==> config.mk <==
export PLATFORM = sky130hd
export DESIGN_NAME = tl_sensor_cond
export DESIGN_NICKNAME = d
export VERILOG_FILES = /design/src/rtl/tl_sensor_cond.sv
export SDC_FILE = /design/constraint.sdc
export NUM_CORES = 1
export LEC_CHECK = 0
export BUFFER_PORTS_ARGS = -buffer_cell sky130_fd_sc_hd__clkbuf_2
export CORE_UTILIZATION = 65
export DETAILED_ROUTE_END_ITERATION = 8
export HOLD_SLACK_MARGIN = 0.06
export MAX_ROUTING_LAYER = met4
export PLACE_DENSITY = 0.84
export SYNTH_ARGS = -nofsm -noshare
export SYNTH_HDL_FRONTEND = slang
export SYNTH_SLANG_ARGS = --single-unit
==> constraint.sdc <==
create_clock -name clk -period 2.4 [get_ports clk]
set_input_delay 0.12 -clock clk [delete_from_list [all_inputs] [get_ports clk]]
set_output_delay 0.12 -clock clk [all_outputs]
set_load 0.1 [all_outputs]
==> src/rtl/tl_sensor_cond.sv <==
// tl_sensor_cond: input conditioning for the left-turn traffic light controller.
// Four raw vehicle detectors are synchronised and debounced. A detection is then
// held as a pending request until the matching movement is shown its light, or
// until it has waited HOLD_MAX cycles with no vehicle present.
// Channel order inside the block: 0 = A through, 1 = A left, 2 = B through, 3 = B left.
module tl_sensor_cond #(
    parameter int DB_CYCLES = 3,    // 1..15
    parameter int HOLD_MAX  = 200   // 1..255
) (
    input  logic       clk,
    input  logic       reset_n,
    input  logic       det_a,
    input  logic       det_al,
    input  logic       det_b,
    input  logic       det_bl,
    input  logic [1:0] La,
    input  logic [1:0] Lb,
    output logic       Ta,
    output logic       Tal,
    output logic       Tb,
    output logic       Tbl
);

    // Light codes shared with the controller
    localparam logic [1:0] LIGHT_GREEN = 2'b00;
    localparam logic [1:0] LIGHT_LEFT  = 2'b11;

    localparam logic [3:0] DC_LAST = 4'(DB_CYCLES - 1);
    localparam logic [7:0] HC_LAST = 8'(HOLD_MAX - 1);

    logic [3:0] det;
    logic [3:0] serve;
    logic [3:0] t;

    assign det   = {det_bl, det_b, det_al, det_a};
    // A channel is served while the controller shows it its own green or arrow
    assign serve = {Lb == LIGHT_LEFT, Lb == LIGHT_GREEN,
                    La == LIGHT_LEFT, La == LIGHT_GREEN};

    generate
        for (genvar gi = 0; gi < 4; gi++) begin : g_chan
            logic       s1_reg;
            logic       s2_reg;
            logic       db_reg;
            logic       db_next;
            logic [3:0] dc_reg;
            logic       lat_reg;
            logic [7:0] hc_reg;
            logic       rise;
            logic       hold_run;
            logic       timeout;

            // Two-flop synchroniser for the asynchronous detector
            always_ff @(posedge clk or negedge reset_n) begin
                if (!reset_n) begin
                    s1_reg <= 1'b0;
                    s2_reg <= 1'b0;
                end else begin
                    s1_reg <= det[gi];
                    s2_reg <= s1_reg;
                end
            end

            // Accept the new level once it has differed from db for DB_CYCLES samples
            always_comb begin
                db_next = db_reg;
                if ((s2_reg != db_reg) && (dc_reg == DC_LAST))
                    db_next = s2_reg;
            end

            // Debounce counter; any sample equal to db restarts the count
            always_ff @(posedge clk or negedge reset_n) begin
                if (!reset_n) begin
                    db_reg <= 1'b0;
                    dc_reg <= 4'd0;
                end else if (s2_reg == db_reg) begin
                    dc_reg <= 4'd0;
                end else if (dc_reg == DC_LAST) begin
                    db_reg <= s2_reg;
                    dc_reg <= 4'd0;
                end else begin
                    dc_reg <= dc_reg + 4'd1;
                end
            end

            assign rise     = db_next & ~db_reg;
            assign hold_run = lat_reg & ~db_reg;
            assign timeout  = hold_run & (hc_reg == HC_LAST);

            // Stale-request timer runs only while a request waits with no vehicle
            always_ff @(posedge clk or negedge reset_n) begin
                if (!reset_n)
                    hc_reg <= 8'd0;
                else if (!hold_run || timeout)
                    hc_reg <= 8'd0;
                else
                    hc_reg <= hc_reg + 8'd1;
            end

            // Pending request: serving beats a new detection, which beats the timeout
            always_ff @(posedge clk or negedge reset_n) begin
                if (!reset_n)
                    lat_reg <= 1'b0;
                else if (serve[gi])
                    lat_reg <= 1'b0;
                else if (rise)
                    lat_reg <= 1'b1;
                else if (timeout)
                    lat_reg <= 1'b0;
            end

            // Both terms are flops, so the request level is glitch-free
            assign t[gi] = db_reg | lat_reg;
        end
    endgenerate

    assign Ta  = t[0];
    assign Tal = t[1];
    assign Tb  = t[2];
    assign Tbl = t[3];

endmodule

==> impl_metrics.py <==
metrics = {
    "outcome": {
        "status": "completed",
    },
    "final_layout": {
        "fin_cells": 361,
        "seqCellArea_um2": 1600,
        "drive_above_1_share_pct": 12.6,
        "area_growth_syn_to_layout_pct": 15.0,
        "nets": 327,
        "multi_input_area_um2": 1270,
        "largest_reg_flops": 32,
        "fillers": 277,
        "antenna_cells": 0,
    },
    "route": {
        "via_count": 2083,
        "drt-total-wl_um": 4860,
        "first_iter_violations": 66,
        "dr.pass1.iters": 6,
        "drtAntennaViolNets": 0,
        "viasPerCell": 5.77,
        "wl_per_cell_um": 13.5,
        "drc_errors": 0,
    },
    "placed_design": {
        "portBuffers": 13,
        "gp_congestion": 0.780,
        "dp.final_hpwl_um": 3240,
        "dp.cells": 335,
    },
    "global_route": {
        "grt_pass1_wl_um": 8690,
        "grt_pass1_vias": 2076,
        "grt_usage_pct": 24.0,
        "grt_max_degree": 65,
        "grt_antenna_before_repair": 0,
        "grt_overflow": 0,
    },
    "timing": {
        "max_slew_margin_pct": 49.6,
        "tightest_slew_ps": 755,
        "fin_setup_tns_ps": 0,
        "hold_viol_final": 0,
        "fin_crit_ps": 1920,
        "finalCritPeriodShare_pct": 79.9,
        "timing.hold.ws_ps": 348,
        "rsz0062_at_grt": "false",
        "skew_ps": 6.35,
        "drv_slew": 0,
        "timing.fmax_mhz": 521,
        "setup_violations": 0,
    },
    "pwr": {
        "ir_drop_mv": 0.600,
        "p_leak_nw": 1.47,
        "powerDensity_nw_per_um2": 959,
    },
    "critical_path": {
        "worstPathArrival_ps": 2190,
        "r2r_start": "g_chan[3].hc_reg[0]",
        "worstSetupPathType": "flop to flop",
        "cp.required_ps": 2680,
        "cp_max_fo": 4,
        "r2r_cells": 5,
        "setup.worst_path.end_class": "flop",
        "r2r_slack_ps": 480,
        "r2r_end": "g_chan[3].lat_reg",
        "worstSetupStartpointType": "flop",
    },
    "cts": {
        "cts_tree": "done",
        "cts-root-buf": "clkbuf_8",
        "cts_max_level": 3,
        "clock_tree.buffer_depth": 2,
        "cts_buffers": 9,
        "cts_sinks": 64,
        "path_clk_slew_ps": 70,
        "clock_latency_ps": 330,
        "post_cts_resized": 0,
    },
    "yosys": {
        "synth_edf_count": 0,
        "yosysWarnings": 0,
        "synth_commonest_cells": "dfrtp_1 (64), nor2_1 (35), nand3_1 (18)",
        "yosysTopAreaCell": "dfrtp_1",
        "synth_top_area_share_pct": 54.5,
        "post-synth-top-count-cell": "dfrtp_1",
        "synth_seq_area_share_pct": 54.5,
        "ys.flop_type": "dfrtp_1",
        "syn_area_um2": 2940,
        "syn_nets": 293,
        "synthTopCellsByArea": "dfrtp_1 (55%), ha_1 (5.1%), nor2_1 (4.5%), xor2_1 (3.9%), nand3_1 (3.1%)",
        "yosys.cell_types.count": 41,
        "async_flop_share_pct": 100,
        "synth-seq-cells": 64,
        "synthCells": 271,
        "syn_area_per_cell_um2": 10.8,
    },
    "floorplan": {
        "die_h_um": 69.2,
        "core_um2": 4350,
        "initial_core_util_pct": 67.5,
        "pin_count": 14,
        "die_area_um2": 4790,
        "die_w_um": 69.2,
        "placementRows": 24,
    },
    "worst_hold_path": {
        "whs_path_depth": 0,
        "min_path_type": "flop to flop",
        "hold-path-endpoint": "g_chan[0].s2_reg",
        "min_from": "g_chan[0].s1_reg",
    },
    "flow_run": {
        "drv_cap": 0,
    },
}
## what timing repair did
action / 4_1_cts / 5_1_grt
setup buffers: 0 / 0
hold buffers: 11 / 0
endpoints found under the hold margin: 72 / 0
## layer usage
layer | wire (um) | track usage, % | vias to the layer above
met5 | 0 | - | -
met2 | 2380 | 38.7 | 34
met4 | 102 | 10.4 | 0
met3 | 159 | 8.28 | 14
li1 | - | - | 1028
met1 | 2210 | 27.3 | 1007
## worst max path at each step
stage / start / end / depth (start not counted)
2_1_floorplan: g_chan[3].hc_reg[0] / g_chan[3].hc_reg[6] / 4
3_3_place_gp: g_chan[3].hc_reg[0] / g_chan[3].hc_reg[7] / 4
3_5_place_dp: g_chan[3].hc_reg[0] / g_chan[3].hc_reg[7] / 4
4_1_cts: g_chan[3].hc_reg[0] / g_chan[3].lat_reg / 5
5_1_grt: g_chan[3].dc_reg[0] / g_chan[3].lat_reg / 6
6_report: g_chan[3].hc_reg[0] / g_chan[3].lat_reg / 5
## kinds of logic after synthesis
group	count (synthesis)	share of synthesized area (%)
simple gates	110	20.4
flops	64	54.5
fa+ha+maj	12	5.11
buf+inv	16	2.09
mux	2	0.767
compound gates	45	10.6
xor+xnor	22	6.56
## power by group
group | switching [mW] | leakage, nW | internal, mW
clock network | 0.393 | 0.0967 | 0.581
registers | 0.158 | 0.857 | 1.23
logic | 0.601 | 0.514 | 0.281
total | 1.15 | 1.47 | 2.09
## stage by stage
stage / setup WS (ps) / instance area, um^2 / total power [mW] / utilization, %
floorplan: 1040 / 2940 / 2.08 / -
global route: 363 / 3380 / 3.41 / 77.6
detailed placement: 962 / 3070 / 2.26 / 70.4
finish: 482 / 3380 / 3.24 / 77.6
CTS: 512 / 3380 / 3.27 / 77.6
global placement: 1010 / 3070 / 2.23 / 70.4
## worst max-delay path: stages, from the launching register on
cell and delay, ps:
dfrtp_1 400, ha_1 260, and4bb_4 240, a31o_2 230, a22oi_1 160, dlygate4sd3_1 570
## area by class of cell
class	instances	share of cell area (%)
clock buffers	12	4.00
inverters	14	1.55
multi-input cells	191	37.7
clock inverters	3	2.00
flip-flops and latches	64	47.4
repair buffers	25	5.41
well taps	52	1.93
## cells in the final DEF (no fill, tap or decap), types with 4 or more instances in the layout
master,synthesis,routed
a21oi_1,14,14
clkbuf_8,0,9
nand2b_1,6,6
nand3_1,18,18
xnor2_1,9,9
ha_1,12,12
nor2_1,35,35
nor3b_1,5,5
dlygate4sd3_1,0,11
or2_2,4,4
dfrtp_1,64,64
nand2_1,14,14
clkbuf_2,0,13
xor2_1,13,13
o21ai_0,14,14
inv_1,14,14
or3_1,9,9
(Power assumes the default switching activity.)
